[src/rtl/uart_rx_oversampled_if.sv]
// rtl/uart_rx_oversampled_if.sv - line input and received-frame outputs of the oversampled UART receiver
interface uart_rx_oversampled_if #(
    parameter int DATA_BITS = 8
);
    logic                 rx;
    logic [DATA_BITS-1:0] data;
    logic                 valid;
    logic                 frame_err;
    logic                 parity_err;
    logic                 busy;

    modport master (
        input  rx,
        output data,
        output valid,
        output frame_err,
        output parity_err,
        output busy
    );

    modport slave (
        output rx,
        input  data,
        input  valid,
        input  frame_err,
        input  parity_err,
        input  busy
    );
endinterface

[src/rtl/uart_rx_oversampled.sv]
// rtl/uart_rx_oversampled.sv - oversampled UART receiver, mid-bit sampling aligned to the start edge
module uart_rx_oversampled #(
    parameter int CLK_FREQ   = 100_000_000,
    parameter int BAUD       = 9600,
    parameter int OVERSAMPLE = 16,
    parameter int DATA_BITS  = 8,
    parameter int PARITY     = 0
) (
    input  logic                  clk,
    input  logic                  rst,
    uart_rx_oversampled_if.master bus
);
    localparam longint TICK_RATE = longint'(BAUD) * longint'(OVERSAMPLE);
    localparam longint DIV_L     = (longint'(CLK_FREQ) + TICK_RATE / 2) / TICK_RATE;
    localparam int     DIV       = int'(DIV_L);
    localparam int     DW        = (DIV > 1) ? $clog2(DIV) : 1;
    localparam int     SW        = $clog2(OVERSAMPLE);
    localparam int     BW        = $clog2(DATA_BITS);

    localparam logic [DW-1:0] DIV_LAST   = DW'(DIV - 1);
    localparam logic [SW-1:0] SAMP_MID   = SW'(OVERSAMPLE / 2 - 1);
    localparam logic [SW-1:0] SAMP_LAST  = SW'(OVERSAMPLE - 1);
    localparam logic [BW-1:0] BIT_LAST   = BW'(DATA_BITS - 1);
    localparam logic          PAR_EXPECT = (PARITY == 1) ? 1'b1 : 1'b0;

    generate
        if (DIV_L < 1) begin : g_div_err
            $error("uart_rx_oversampled: CLK_FREQ too low for BAUD*OVERSAMPLE (divider < 1)");
        end
        if ((OVERSAMPLE % 2) != 0 || OVERSAMPLE < 8 || OVERSAMPLE > 16) begin : g_os_err
            $error("uart_rx_oversampled: OVERSAMPLE must be even and within 8..16");
        end
        if (DATA_BITS < 5 || DATA_BITS > 9) begin : g_db_err
            $error("uart_rx_oversampled: DATA_BITS must be within 5..9");
        end
        if (PARITY < 0 || PARITY > 2) begin : g_par_err
            $error("uart_rx_oversampled: PARITY must be 0, 1 or 2");
        end
    endgenerate

    typedef enum logic [2:0] {
        ST_IDLE,
        ST_START,
        ST_DATA,
        ST_PARITY,
        ST_STOP,
        ST_WAIT_IDLE
    } state_t;

    state_t               state;
    logic                 rx_meta;
    logic                 rxs;
    logic [DW-1:0]        div_cnt;
    logic [SW-1:0]        samp_cnt;
    logic [BW-1:0]        bit_cnt;
    logic [DATA_BITS-1:0] shift;
    logic                 par_flag;
    logic                 tick;

    always_ff @(posedge clk or posedge rst) begin
        if (rst) begin
            rx_meta <= 1'b1;
            rxs     <= 1'b1;
        end else begin
            rx_meta <= bus.rx;
            rxs     <= rx_meta;
        end
    end

    assign tick = (div_cnt == DIV_LAST);

    // samp_cnt counts ticks within the current bit; the action happens on the tick that completes the count
    always_ff @(posedge clk or posedge rst) begin
        if (rst) begin
            state          <= ST_IDLE;
            div_cnt        <= '0;
            samp_cnt       <= '0;
            bit_cnt        <= '0;
            shift          <= '0;
            par_flag       <= 1'b0;
            bus.data       <= '0;
            bus.valid      <= 1'b0;
            bus.frame_err  <= 1'b0;
            bus.parity_err <= 1'b0;
            bus.busy       <= 1'b0;
        end else begin
            bus.valid      <= 1'b0;
            bus.frame_err  <= 1'b0;
            bus.parity_err <= 1'b0;
            div_cnt        <= tick ? '0 : div_cnt + 1'b1;

            case (state)
                ST_IDLE: begin
                    if (!rxs) begin
                        state    <= ST_START;
                        bus.busy <= 1'b1;
                        div_cnt  <= '0;
                        samp_cnt <= '0;
                        par_flag <= 1'b0;
                    end
                end

                ST_START: begin
                    if (tick) begin
                        if (samp_cnt == SAMP_MID) begin
                            samp_cnt <= '0;
                            bit_cnt  <= '0;
                            if (!rxs) begin
                                state <= ST_DATA;
                            end else begin
                                state    <= ST_IDLE;
                                bus.busy <= 1'b0;
                            end
                        end else begin
                            samp_cnt <= samp_cnt + 1'b1;
                        end
                    end
                end

                ST_DATA: begin
                    if (tick) begin
                        if (samp_cnt == SAMP_LAST) begin
                            samp_cnt <= '0;
                            shift    <= {rxs, shift[DATA_BITS-1:1]};
                            if (bit_cnt == BIT_LAST) begin
                                state <= (PARITY != 0) ? ST_PARITY : ST_STOP;
                            end else begin
                                bit_cnt <= bit_cnt + 1'b1;
                            end
                        end else begin
                            samp_cnt <= samp_cnt + 1'b1;
                        end
                    end
                end

                ST_PARITY: begin
                    if (tick) begin
                        if (samp_cnt == SAMP_LAST) begin
                            samp_cnt <= '0;
                            par_flag <= ((^shift) ^ rxs) != PAR_EXPECT;
                            state    <= ST_STOP;
                        end else begin
                            samp_cnt <= samp_cnt + 1'b1;
                        end
                    end
                end

                // Leaving at stop mid-bit lets the next start edge arrive with no idle gap
                ST_STOP: begin
                    if (tick) begin
                        if (samp_cnt == SAMP_LAST) begin
                            samp_cnt <= '0;
                            if (rxs) begin
                                bus.data       <= shift;
                                bus.valid      <= 1'b1;
                                bus.parity_err <= par_flag;
                                state          <= ST_IDLE;
                                bus.busy       <= 1'b0;
                            end else begin
                                bus.frame_err <= 1'b1;
                                state         <= ST_WAIT_IDLE;
                            end
                        end else begin
                            samp_cnt <= samp_cnt + 1'b1;
                        end
                    end
                end

                ST_WAIT_IDLE: begin
                    if (rxs) begin
                        state    <= ST_IDLE;
                        bus.busy <= 1'b0;
                    end
                end

                default: begin
                    state    <= ST_IDLE;
                    bus.busy <= 1'b0;
                end
            endcase
        end
    end
endmodule

[src/flat_wrapper.sv]
// flat-port wrapper written by rule: the top's interface ports become plain ports
module uart_rx_oversampled_flat 
#(
    parameter int CLK_FREQ   = 100_000_000,
    parameter int BAUD       = 9600,
    parameter int OVERSAMPLE = 16,
    parameter int DATA_BITS  = 8,
    parameter int PARITY     = 0
)
  (clk, rst, bus_rx, bus_data, bus_valid, bus_frame_err, bus_parity_err, bus_busy);
  uart_rx_oversampled_if #(.DATA_BITS(DATA_BITS)) bus_i ();
  input  logic clk;
  input  logic rst;
  input wire logic [$bits(bus_i.rx)-1:0] bus_rx;
  output wire logic [$bits(bus_i.data)-1:0] bus_data;
  output wire logic [$bits(bus_i.valid)-1:0] bus_valid;
  output wire logic [$bits(bus_i.frame_err)-1:0] bus_frame_err;
  output wire logic [$bits(bus_i.parity_err)-1:0] bus_parity_err;
  output wire logic [$bits(bus_i.busy)-1:0] bus_busy;
  assign bus_i.rx = bus_rx;
  assign bus_data = bus_i.data;
  assign bus_valid = bus_i.valid;
  assign bus_frame_err = bus_i.frame_err;
  assign bus_parity_err = bus_i.parity_err;
  assign bus_busy = bus_i.busy;
  uart_rx_oversampled #(.CLK_FREQ(CLK_FREQ), .BAUD(BAUD), .OVERSAMPLE(OVERSAMPLE), .DATA_BITS(DATA_BITS), .PARITY(PARITY)) u_core (.clk(clk), .rst(rst), .bus(bus_i));
endmodule
[config.mk]
export PLATFORM = sky130hd
export DESIGN_NAME = uart_rx_oversampled_flat
export DESIGN_NICKNAME = d
export VERILOG_FILES = /design/src/rtl/uart_rx_oversampled_if.sv /design/src/rtl/uart_rx_oversampled.sv /design/src/flat_wrapper.sv
export SDC_FILE = /design/constraint.sdc
export NUM_CORES = 1
export LEC_CHECK = 0
export ABC_AREA = 1
export CORE_ASPECT_RATIO = 1.5
export CORE_MARGIN = 1
export CORE_UTILIZATION = 50
export DETAILED_ROUTE_END_ITERATION = 12
export PLACE_DENSITY = 0.76
export SLEW_MARGIN = 0
export SYNTH_ARGS = -nofsm -noshare
export SYNTH_HDL_FRONTEND = slang
export SYNTH_SLANG_ARGS = --single-unit
[constraint.sdc]
create_clock -name clk -period 1.7 [get_ports clk]
set_input_delay 0.51 -clock clk [delete_from_list [all_inputs] [get_ports clk]]
set_output_delay 0.51 -clock clk [all_outputs]
set_load 0.05 [all_outputs]
* Word-level counts from Yosys, hierarchy flattened
Index checks and enable logic that the tools add are counted.
Widths: inputs -> output; s select.
** Word-level totals
- Bits of input ports :: 3
- Word-level logic and storage cells :: 105
- Flip-flop bits (word level) :: 43
- Output and inout bits :: 12
** Operators by class
- Eq/ne operators :: 22
- Bitwise logic cells :: 2
- Reduce and logical (&&, ||, !) cells :: 14
- $add $sub $neg :: 3
- Multiplexer cells :: 51
** Operators by type and width (number)
- $mux 3 :: 17
- $mux 10 :: 3
- $ne 2x1->1 const B :: 11
- $mux 1 :: 20
- $mux 4 :: 5
- $pmux 3 s6 :: 1
- $pmux 4 s3 :: 1
- $reduce_and 6->1 :: 2
- $reduce_and 11->1 :: 1
- $add 10x1->10 const B :: 1
- $eq 10x10->1 const B :: 1
- $eq 3x3->1 const B :: 3
- $reduce_and 4->1 :: 2
- $reduce_xor 8->1 :: 1
- $eq 3x2->1 const B :: 2
- $pmux 3 s2 :: 1
- $reduce_and 3->1 :: 2
- $pmux 1 s5 :: 1
- $add 4x1->4 const B :: 1
- $eq 4x3->1 const B :: 1
- $eq 4x4->1 const B :: 1
- $ne 2x2->1 const B :: 2
- $reduce_bool 2->1 :: 2
- $add 3x1->3 const B :: 1
- 9 further kinds :: 9

* Depth between registers and ports, before layout
Gate-level depths: netlist of run 1.
- Word-level depth :: 5
- Depth in mapped cells :: 11
- Mapped depth without buffers :: 11

* Worst setup path before layout of run 1
No wires, ideal clock.
- Kind :: reg-to-reg
- Start :: register u_core.div_cnt[0]
- End :: register u_core.shift[0]
- Setup time :: 0.119 ns
- Period minus slack after synthesis :: 1.567 ns
- Setup slack :: 0.133 ns
- Buffers on the path :: 1
- Stages on the path, launching flop included :: 11
- Data arrival time :: 1.448 ns
- Path through :: dfrtp_1 > inv_1 > ha_1 > nand2_1 > nor2_1 > nand4_4 > nor2_4 > nand2_2 > buf_6 > nand2_1 > o21ai_2
** On the way
- Word-level cells in the longest chain between the ends :: 2
** Ends and longest elaborated chain
- from (decl) :: line uart_rx_oversampled.sv:53 : logic [DW-1:0] div_cnt;
- from (signal assigned) :: line uart_rx_oversampled.sv:90 : div_cnt <= tick ? '0 : div_cnt + 1'b1;
- $eq 10x10->1 :: line uart_rx_oversampled.sv:70 : assign tick = (div_cnt == DIV_LAST);
- $reduce_and 3->1 (no source line)
- to (signal assigned) :: line uart_rx_oversampled.sv:124 : shift <= {rxs, shift[DATA_BITS-1:1]};
- to (decl) :: line uart_rx_oversampled.sv:56 : logic [DATA_BITS-1:0] shift;
Every way passes these cells.
A chain may end at the register's enable or synchronous reset.

* Final worst setup path of run 1
- Start :: register u_core.div_cnt[0]
- End :: register u_core.bus.data[5]
** On the way
- Word-level cells in the longest chain between the ends :: 2
** Ends and longest elaborated chain
- $eq 10x10->1 :: line uart_rx_oversampled.sv:70
- $reduce_and 4->1 (no source line)
- to (signal assigned) :: line uart_rx_oversampled.sv:154 : bus.data <= shift;
- to (decl) :: line uart_rx_oversampled_if.sv:14 : output data,
Every way passes these cells.

==> results of run 1 <==
## path summary, 6_finish.rpt
check,endpoint,start,slack (ns)
worst max-delay path,u_core.bus.data[5],u_core.div_cnt[0],0.008
worst max register to register,u_core.bus.data[5],u_core.div_cnt[0],0.008
worst min register to register,u_core.rxs,u_core.rx_meta,0.36
min in group asynchronous,u_core.samp_cnt[1],rst,0.54
worst min-delay path,u_core.rxs,u_core.rx_meta,0.36
max in group asynchronous,u_core.rx_meta,rst,0.89
## logic make-up (layout without fill, tap and decap cells)
kind of cell	count (synthesis)	after routing
AND/OR/NAND/NOR	162	166
flip-flops	43	43
AO/OA/AOI/OAI	38	38
buffers and inverters	31	60
adder cells (fa/ha/maj)	5	5
XOR/XNOR	3	3
## cells in the mapped netlist (all sizes together)
| cell type | number | area share, % |
|---|---|---|
| a21oi | 5 | 1.1 |
| nor3b | 5 | 1.6 |
| nor2 | 30 | 6.1 |
| nand2 | 100 | 17 |
| dfstp | 2 | 2.3 |
| o21ai | 30 | 8.9 |
| and2 | 1 | 0.27 |
| o21a | 1 | 0.33 |
| xor2 | 2 | 0.76 |
| a21boi | 1 | 0.49 |
| xnor2 | 1 | 0.38 |
| dfrtp | 41 | 44 |
| nand3b | 1 | 0.33 |
| o21bai | 1 | 0.33 |
| buf | 2 | 0.98 |
| nand4 | 3 | 1.5 |
| nand3 | 21 | 6.0 |
| inv | 29 | 4.7 |
| nor3 | 1 | 0.22 |
| ha | 5 | 2.7 |
## layer usage
metal  routed length [um]  share of wire, %  vias up
met5                    0                 0        -
met4                   92               1.8        0
met3                  201               4.0       10
met2                 2718                55       54
met1                 1971                40      915
li1                     -                 -      980
## registers in the layout, indices dropped and copies added (netlist names)
name                   cells
u_core.shift               8
u_core.bus.busy            1
u_core.samp_cnt            4
u_core.bit_cnt             3
u_core.bus.parity_err      1
u_core.bus.data            8
u_core.bus.valid           1
u_core.par_flag            1
u_core.state               3
u_core.rxs                 1
u_core.div_cnt            10
u_core.rx_meta             1
u_core.bus.frame_err       1
## critical path: cells and delay by family, from the launching register on
| kind | cells | cell delay (ns) |
|---|---|---|
| compound gates | 1 | 0.05 |
| fa+ha+maj | 1 | 0.17 |
| buf+inv | 2 | 0.20 |
| flops | 1 | 0.39 |
| simple gates | 6 | 0.77 |
## timing repair
item / 4_1_cts / 5_1_grt
pin swaps: 0 / 4
buffers inserted: 1 / 2
hold endpoints to repair: 0 / 0
setup endpoints to repair: 11 / 21
cloned: 1 / 3
resized for setup: 3 / 22
## power by group through the flow
stage          clock network [uW]  registers (uW)  logic (uW)
4_1_cts                       740            1030        42.5
5_1_grt                       774            1030        49.2
2_1_floorplan                   0            1050        18.0
6_report                      721            1030        43.5
3_5_place_dp                    0            1050        42.4
3_3_place_gp                    0            1050        41.6
## final cells by class
type | instances | area [sq um]
Multi-Input combinational cell | 212 | 1244
Inverter | 29 | 108.9
Timing Repair Buffer | 23 | 352.8
Sequential cell | 43 | 1079
Clock buffer | 7 | 96.34
Clock inverter | 1 | 7.507
Fill cell | 334 | 1373
Tap cell | 46 | 57.56
## stage by stage
step                total power (uW)  worst slack (ns)  cell area, sq um  setup TNS [ns]
global route                    1851          -0.08630              2945          -1.288
finish                          1791          0.008159              2945               0
CTS                             1809          0.003838              2796               0
detailed placement              1090          -0.02548              2660        -0.03642
floorplan                       1067            0.1331              2307               0
global placement                1089           0.04423              2660               0
==> metrics.md, run 1 <==
| Metric | Value |
|---|---|
| Status | `complete, no violations` |
| RSZ-0062 raised after global routing | `yes` |
| Simple-Gate Fraction of Synth Area | `about a third` |
| Minimum clock period | `1.692 ns` |
| H-tree level count | `2` |
| Fraction of synthesized area in multiplexers | `0%` |
| Most frequent CP cell | `nor2_4` |
| Routed len/inst | `13.80 um` |
| Static Leak | `0.001398 uW` |
| Final hold slack | `between 0.3 and 0.4 ns` |
| Synth Area in Compound Gates | `11.17%` |
| Peak supply drop | `0.0005805 V` |
| Hold_buf cts | `0` |
| Grt met3 use | `4.268%` |
| Worst endpoint data arrival time | `around 1.9 ns` |
| Remaining routing DRC violations | `0` |
| Hold Path Class | `reg2reg` |
| Switching part of the total | `between 20% and 30%` |
| Final WL | `~5 mm` |
| ANT nets after route | `0` |
| Worst setup path class | `reg2reg` |
| CP cell instances | `inv_1 -> ha_1 -> nand2_2 -> nor2_4 -> nand4_4 -> nor2_4 -> buf_12 -> nand3_2 -> nand2_1 -> o21ai_2` |
| Final worst-path cycle share | `between 90% and 100%` |
| GRT Util Overall | `21.45%` |
| Port Buffer Count | `14` |
| Clk pwr share | `40.2%` |
| ANT cells | `0` |
| Most frequent cells in the layout | `88 x nand2_1, 41 x dfrtp_1, 24 x inv_1` |
| Die area | `0.004896 sq mm` |
| Pint | `1409 uW` |
| CTS root buf | `clkbuf_8` |
| Sequential share of power | `57.3%` |
| Grt ovf | `0` |
| Largest family of logic cells by synthesized area | `simple AND/OR/NAND/NOR gates` |
| Max-Cap Viols | `0` |
| Slew Limit Fails | `0` |
| Initial DRC count | `roughly 90` |
| Seq/Total Area, Yosys | `between 40 and 50%` |
| Clock Pin Slew Worst Setup and Hold Paths | `0.08 ns` |
| Die height | `85.20 um` |
| Chip Width | `about 57 um` |
| Worst Setup End Kind | `register` |
| Via count | `1,959` |
| Gate Count Post-Synth | `~280` |
| Bufs on Longest Clock Path | `2` |
| FF+latch count, synth | `43` |
| Finished Layout Cells | `361` |
| Met2 GRT Util | `36.47%` |
| Startpoint Class | `register` |
| Required @ worst endpoint | `1.89 ns` |
| Commonest non-fill, non-tap cell in the layout | `nand2_1` |
| Core footprint | `0.004318 sq mm` |
| Syn-to-layout area delta | `27.66%` |
| Initial core utilization | `approximately 53%` |
| Final Hold Fails | `0` |
| TritonRoute pass-1 iters | `5` |
| Worst slew pin tran | `0.4011 ns` |
| Max Fanout on Critical Path | `5` |
| Max incr delay on CP | `0.39 ns` |
| Synth warn | `0` |
| Switching pwr | `382.0 uW` |
| Layout cells sized above 1 | `approximately 27%` |
| Syn nets | `290` |
| Final Net Count | `322` |
| Final core utilization | `68.21%` |
| FF-to-FF path depth | `10` |
| Cell Pwr Density | `608.2 mW/mm^2` |
| Clk_lat worst skew | `0.30 ns` |
| Initial antenna violation count | `0` |
| Syn avg cell area | `8.182 sq um` |
| Vias per cell | `5.427` |
| Inst Count DP | `346` |
| Met1 Resource Use GR | `25.72%` |
| Clock skew | `0.007866 ns` |
| Vias in the first global route | `1,780` |
| Hold Path Cell Cnt | `0` |
| Synthesized area | `between 0.002 and 0.0025 sq mm` |
| DP HPWL | `3.210 mm` |
| Top Usage Layer GRT | `met2` |
| Num ports | `15` |
| Combinational power share | `2.4%` |
| Num CTS Buffers | `5` |
| Global-route wire length before repair | `8.004 mm` |
| Sink Count | `43` |
| Synth Area in XOR/XNOR | `under 10%` |
| RD Place Congestion | `roughly 0.86` |
| F_max | `0.5911 GHz` |
| Relative slew slack | `between 70% and 80%` |
| CTS tree | `yes` |
| Pin count of the biggest net entering global routing | `35` |
| Endpoints failing setup | `0` |
| Post-Synth Adder-Cell Area | `approximately 2.7%` |
| Row count | `29` |
| Post-synthesis cell type count | `29` |
| Slowest-stage cell, CP | `dfrtp_1` |
Note: power is estimated with default switching activity, not from simulation.
==> inputs of run 2 (changes only) <==
- CORE_UTILIZATION: 50 -> 52
- CTS_BUF_LIST: unset -> sky130_fd_sc_hd__clkbuf_8
- PLACE_DENSITY: 0.76 -> 0.78
==> run 2 against run 1 <==
Compared with the run above:
- the flow now finishes with violations (negative setup slack)
- fmax decreased by 1.9%
- sequential power about the same
- wire length decreased by 10%
- critical path type unchanged
- combinational power decreased by 12%
==> metrics.md, run 2 (synthesis results as in run 1) <==
| Metric | Value |
|---|---|
| Status | `complete, but fails checks` |
| Violated checks | `negative setup slack` |
| Initial DRC count | `62 (-30%)` |
| Routed len/inst | `12.48 um (-9.6%)` |
| Origin of the critical flop-to-flop path | `u_core.div_cnt[0]` |
| FF-to-FF End | `u_core.samp_cnt[0]` |
| ANT cells | `0 (unchanged)` |
| Biggest regs | `u_core.div_cnt x10, u_core.bus.data x8, u_core.shift x8` |
| TritonRoute pass-1 iters | `4 (-1)` |
| Fillers | `345 (+3.3%)` |
| Initial core utilization | `54.35% (+0.91 points)` |
| Reg with most FFs | `u_core.div_cnt` |
| RD Place Congestion | `0.8740 (+1.3%)` |
| F_max | `0.5797 GHz (-1.9%)` |
| CP cell instances | `inv_1 -> ha_1 -> nand2_2 -> nor2_4 -> nand4_2 -> a21boi_2 -> nand3_4 -> o21ai_0` |
| Clock skew | `0.008226 ns (+0.0003601 ns)` |
| Reg2Reg Setup Slack | `-0.02 ns (-0.03 ns)` |
| Max reg flops | `10 (unchanged)` |
| Minimum clock period | `1.725 ns (+0.03314 ns)` |
| Layout cells sized above 1 | `24.68% (-2.3 points)` |
| Remaining routing DRC violations | `0 (unchanged)` |
| Pin count of the biggest net entering global routing | `44 (+26%)` |
| Required @ worst endpoint | `1.89 ns (about the same)` |
| Peak supply drop | `0.001156 V (+99%)` |
| Grt ovf | `0 (unchanged)` |
| Final Net Count | `319 (-0.93%)` |
| Port Buffer Count | `14 (unchanged)` |
| WP buf/inv | `1 (-1)` |
| FF-to-FF path depth | `8 (-2)` |
| Endpoints failing setup | `2 (+2)` |
| Initial antenna violation count | `0 (unchanged)` |
| Static Leak | `0.001435 uW (+2.6%)` |
| Core footprint | `0.004245 sq mm (-1.7%)` |
| Worst Setup End Kind | `register` |
| Startpoint Class | `register` |
| Inst Count DP | `345 (-0.29%)` |
| DP HPWL | `2.948 mm (-8.2%)` |
| Relative slew slack | `65.34% (-7.9 points)` |
| Die area | `0.004713 sq mm (-3.7%)` |
| Max incr delay on CP | `0.39 ns (about the same)` |
| CP Depth | `8 (-2)` |
| Max Fanout on Critical Path | `8 (+3)` |
| Worst setup path class | `reg2reg` |
| H-tree level count | `2 (unchanged)` |
| ANT nets after route | `0 (unchanged)` |
| Most frequent cells in the layout | `91 x nand2_1, 41 x dfrtp_1, 26 x inv_1` |
| Final hold slack | `0.3582 ns (+0.0006270 ns)` |
| Num ports | `15 (unchanged)` |
| Final core utilization | `67.99% (-0.22 points)` |
| Vias per cell | `5.265 (-3.0%)` |
| Hold_buf cts | `0 (unchanged)` |
| Setup crit start | `u_core.div_cnt[0]` |
| Top delay family on crit path | `simple AND/OR/NAND/NOR gates` |
| Finished Layout Cells | `358 (-0.83%)` |
| Slowest-stage cell, CP | `dfrtp_1` |
| Beginning of the worst hold path | `u_core.rx_meta` |
| GRT Util Overall | `20.73% (-0.72 points)` |
| Critical Path Sink | `u_core.samp_cnt[0]` |
| CTS root buf | `clkbuf_8` |
| Slew Limit Fails | `0 (unchanged)` |
| Chip Width | `56.39 um (-1.9%)` |
| Syn-to-layout area delta | `25.11%` |
| Worst Slack Setup Final | `-0.02498 ns (-0.03314 ns)` |
| Die height | `83.58 um (-1.9%)` |
| Global-route wire length before repair | `7.728 mm (-3.4%)` |
| Num CTS Buffers | `5 (unchanged)` |
| Row count | `29 (unchanged)` |
| Hold Path Class | `reg2reg` |
| Cell Pwr Density | `653.4 mW/mm^2 (+7.4%)` |
| Final worst-path cycle share | `101.5% (+1.9 points)` |
| Vias in the first global route | `1,836 (+3.1%)` |
| Bufs on Longest Clock Path | `2 (unchanged)` |
| Max-Cap Viols | `0 (unchanged)` |
| Final Hold Fails | `0 (unchanged)` |
| Via count | `1,885 (-3.8%)` |
| Commonest non-fill, non-tap cell in the layout | `nand2_1` |
| Worst slew pin tran | `0.5145 ns (+0.1133 ns)` |
| Sink Count | `43 (unchanged)` |
| Clk_lat worst skew | `0.30 ns (about the same)` |
| RSZ-0062 raised after global routing | `yes` |
| Clock Pin Slew Worst Setup and Hold Paths | `0.08 ns (about the same)` |
| Worst endpoint data arrival time | `1.92 ns (+0.04 ns)` |
| CTS tree | `yes` |
| Final WL | `4.469 mm (-10%)` |
run 2: layer usage:
metal	track usage, %	share of wire, %
met5	0	0
met4	10.42	3.0
met3	3.566	2.5
met2	35.17	52
met1	24.92	43
run 2: area by class of cell:
| class | instances | area [sq um] | share of cell area (%) |
|---|---|---|---|
| sequential | 43 | 1079 | 37.36 |
| clock inverter | 2 | 35.03 | 1.214 |
| multi-input combinational | 209 | 1165 | 40.36 |
| clock buffer | 6 | 82.58 | 2.861 |
| tap | 46 | 57.56 | 1.994 |
| timing repair buffer | 23 | 359.1 | 12.44 |
| inverter | 29 | 108.9 | 3.771 |
run 2: stage by stage:
step	setup TNS (ns)	power [uW]	setup slack, ns	instance area [sq um]
3_3_place_gp	0	1087	0.07077	2653
6_report	-0.02708	1886	-0.02498	2887
5_1_grt	-2.119	1944	-0.1427	2887
4_1_cts	-0.001205	1905	-0.001205	2790
2_1_floorplan	0	1067	0.1331	2307
3_5_place_dp	0	1087	0.001583	2653
run 2: worst reg2reg max path, delay by kind of cell, from the launching register on:
family	cells	cell delay, ns
AND/OR/NAND/NOR	4	0.52
AO/OA/AOI/OAI	2	0.49
flip-flops	1	0.39
adder cells (fa/ha/maj)	1	0.16
buffers and inverters	1	0.06
run 2: report_power, final:
group	internal, uW	total (uW)	switching [uW]
Sequential	1030	1030	0.953
Clock	475	821	345
Combinational	11.8	38.3	26.5
run 2: worst min path at each step:
stage	endpoint	slack (ns)	cells past startpoint
3_3_place_gp	u_core.rxs	0.35	0
2_1_floorplan	u_core.rxs	0.35	0
4_1_cts	u_core.rxs	0.36	0
3_5_place_dp	u_core.rxs	0.35	0
6_report	u_core.rxs	0.36	0
5_1_grt	u_core.rxs	0.37	0
run 2: what timing repair did:
action / in CTS / in global routing
cloned: 1 / 0
resized for setup: 2 / 14
setup buffers: 0 / 4
endpoints found under the setup margin: 14 / 29
pin swaps: 1 / 7
==> inputs of run 3 (changes only) <==
- PLACE_DENSITY: 0.78 -> 0.79
==> run 3 against run 2 <==
Compared with the run above:
- clock power shrank 6.6%
- count of clock-buffer cells in the layout fell by 1
- utilization fell by 2.1 points
- largest power group unchanged
- combinational power barely moved
- sequential share of layout area rose by 1.2 points
- flip-flop and latch count unchanged
- hold slack improved by 0.00090 ns
- the run now ends clean
- wire length is 2.3% higher
==> metrics.md, run 3 (synthesis results as in run 1) <==
| Metric | Value |
|---|---|
| ANT cells | `0 (unchanged)` |
| Worst slew pin tran | `0.3903 ns (-0.1242 ns)` |
| Cell Pwr Density | `655.3 mW/mm^2 (+0.29%)` |
| Status | `complete, no violations` |
| Bufs on Longest Clock Path | `2 (unchanged)` |
| DP HPWL | `3.225 mm (+9.4%)` |
| Via count | `1,888 (+0.16%)` |
| Max reg flops | `10 (unchanged)` |
| CTS root buf | `clkbuf_8` |
| Finished Layout Cells | `352 (-1.7%)` |
| Die height | `83.58 um (unchanged)` |
| Max-Cap Viols | `0 (unchanged)` |
| Global-route wire length before repair | `7.548 mm (-2.3%)` |
| RSZ-0062 raised after global routing | `yes` |
| Static Leak | `0.001384 uW (-3.6%)` |
| Multi-input logic area | `0.001150 sq mm (-1.3%)` |
| Max Fanout on Critical Path | `18 (+10)` |
| Post-CTS Setup Inserts | `0 (unchanged)` |
| Most frequent cells in the layout | `97 x nand2_1, 41 x dfrtp_1, 28 x inv_1` |
| Required @ worst endpoint | `1.89 ns (about the same)` |
| Initial DRC count | `81 (+31%)` |
| Commonest non-fill, non-tap cell in the layout | `nand2_1` |
| Routed len/inst | `12.98 um (+4.0%)` |
| Worst Setup End Kind | `register` |
| Final Hold Fails | `0 (unchanged)` |
| Remaining routing DRC violations | `0 (unchanged)` |
| Clk_lat worst skew | `0.30 ns (about the same)` |
| Hold_buf cts | `0 (unchanged)` |
| Startpoint Class | `register` |
| Placed inst area | `0.002638 sq mm (-0.57%)` |
| Num ports | `15 (unchanged)` |
| Final Net Count | `313 (-1.9%)` |
| Chip Width | `56.39 um (unchanged)` |
| CTS tree | `yes` |
| Post-route cell area | `0.002796 sq mm (-3.1%)` |
| Grt ovf | `0 (unchanged)` |
| Vias per cell | `5.364 (+1.9%)` |
| Clock Pin Slew Worst Setup and Hold Paths | `0.08 ns (about the same)` |
| RD Place Congestion | `0.8744 (about the same)` |
| Vias in the first global route | `1,813 (-1.3%)` |
| Initial antenna violation count | `0 (unchanged)` |
| Hold Path Class | `reg2reg` |
| Worst Slack Setup Final | `0.06070 ns (+0.08568 ns)` |
| Initial core utilization | `54.35% (unchanged)` |
| Max incr delay on CP | `0.38 ns (about the same)` |
| Final core utilization | `65.87% (-2.1 points)` |
| F_max | `0.6100 GHz (+5.2%)` |
| Die area | `0.004713 sq mm (unchanged)` |
| Peak supply drop | `0.0007257 V (-37%)` |
| Pin count of the biggest net entering global routing | `44 (unchanged)` |
| Row count | `29 (unchanged)` |
| Sink Count | `43 (unchanged)` |
| TritonRoute pass-1 iters | `4 (unchanged)` |
| Port Buffer Count | `14 (unchanged)` |
| H-tree level count | `2 (unchanged)` |
| ANT nets after route | `0 (unchanged)` |
| Minimum clock period | `1.639 ns (-0.08568 ns)` |
| Reg with most FFs | `u_core.div_cnt` |
| Core footprint | `0.004245 sq mm (unchanged)` |
| Inst Count DP | `343 (-0.58%)` |
| Clock skew | `0.009043 ns (+0.0008169 ns)` |
| GRT Util Overall | `20.64% (-0.085 points)` |
| Top delay family on crit path | `simple AND/OR/NAND/NOR gates` |
| Biggest regs | `u_core.div_cnt x10, u_core.bus.data x8, u_core.shift x8` |
| CP cell instances | `inv_1 -> ha_1 -> nand2_1 -> nor2_4 -> nand4_4 -> nor2_4 -> nand3_4 -> nand2_1 -> o21ai_2` |
| Final WL | `4.570 mm (+2.3%)` |
| Final Total Pwr | `1832 uW (-2.8%)` |
| Relative slew slack | `73.71% (+8.4 points)` |
| Slowest-stage cell, CP | `dfrtp_1` |
| Worst endpoint data arrival time | `1.83 ns (-0.09 ns)` |
| Layout cells sized above 1 | `20.59% (-4.1 points)` |
| Fillers | `334 (-3.2%)` |
| Final worst-path cycle share | `96.43% (-5.0 points)` |
| Worst setup path class | `reg2reg` |
| WP buf/inv | `1 (unchanged)` |
| Slew Limit Fails | `0 (unchanged)` |
| Sequential cell area | `0.001079 sq mm (unchanged)` |
| Syn-to-layout area delta | `21.20%` |
| Setup slack at placement | `-0.01546 ns (-0.01704 ns)` |
| Endpoints failing setup | `0 (-2)` |
| Num CTS Buffers | `5 (unchanged)` |
==> run 3: timing repair <==
item                                    CTS  global route
endpoints found under the hold margin     0             0
pin swaps                                 0             1
gates cloned                              0             1
endpoints found under the setup margin    4            26
gates resized for setup                   0             9
==> run 3: worst paths after layout <==
check,startpoint,slack [ns],cells past startpoint,end
worst max-delay path,u_core.div_cnt[0],0.06,9,u_core.bus.data[6]
worst min-delay path,u_core.rx_meta,0.36,0,u_core.rxs
worst max register to register,u_core.div_cnt[0],0.06,9,u_core.bus.data[6]
worst min register to register,u_core.rx_meta,0.36,0,u_core.rxs
max in group asynchronous,rst,0.85,3,u_core.rx_meta
min in group asynchronous,rst,0.58,3,u_core.state[2]
==> run 3: stage by stage <==
stage / hold WS [ns] / setup TNS [ns]
6_report: 0.3591 / 0
5_1_grt: 0.3663 / -0.6782
4_1_cts: 0.3598 / -0.04045
3_5_place_dp: 0.3490 / -0.02303
3_3_place_gp: 0.3480 / 0
2_1_floorplan: 0.3452 / 0
==> run 3: layer usage <==
layer	wire length, um	share of wire [%]	track usage (%)	vias up
met1	1907	42	22.71	885
met3	153	3.3	4.651	11
met4	111	2.4	9.091	0
met2	2398	52	37.12	45
li1	-	-	-	947
met5	0	0	0	-
==> run 3: final cells by class <==
cell class / count / share of cell area [%]
clock buffer: 5 / 2.461
multi-input combinational: 209 / 41.12
inverter: 29 / 3.893
tap: 46 / 2.058
clock inverter: 3 / 1.342
sequential: 43 / 38.57
timing repair buffer: 17 / 10.56
==> run 3: where the power goes <==
group	total [uW]	leakage (uW)	switching (uW)	internal (uW)
Combinational	38.3	0.000749	26.7	11.7
Clock	767	0.0000607	339	427
Sequential	1030	0.000574	1.17	1030
Total	1830	0.00138	367	1470
==> run 3: worst reg2reg max path, stage by stage (launching register included) <==
cell and delay [ns]:
dfrtp_1 0.38, inv_1 0.06, ha_1 0.13, nand2_1 0.08, nor2_4 0.14, nand4_4 0.15, nor2_4 0.15, nand3_4 0.22
nand2_1 0.16, o21ai_2 0.06
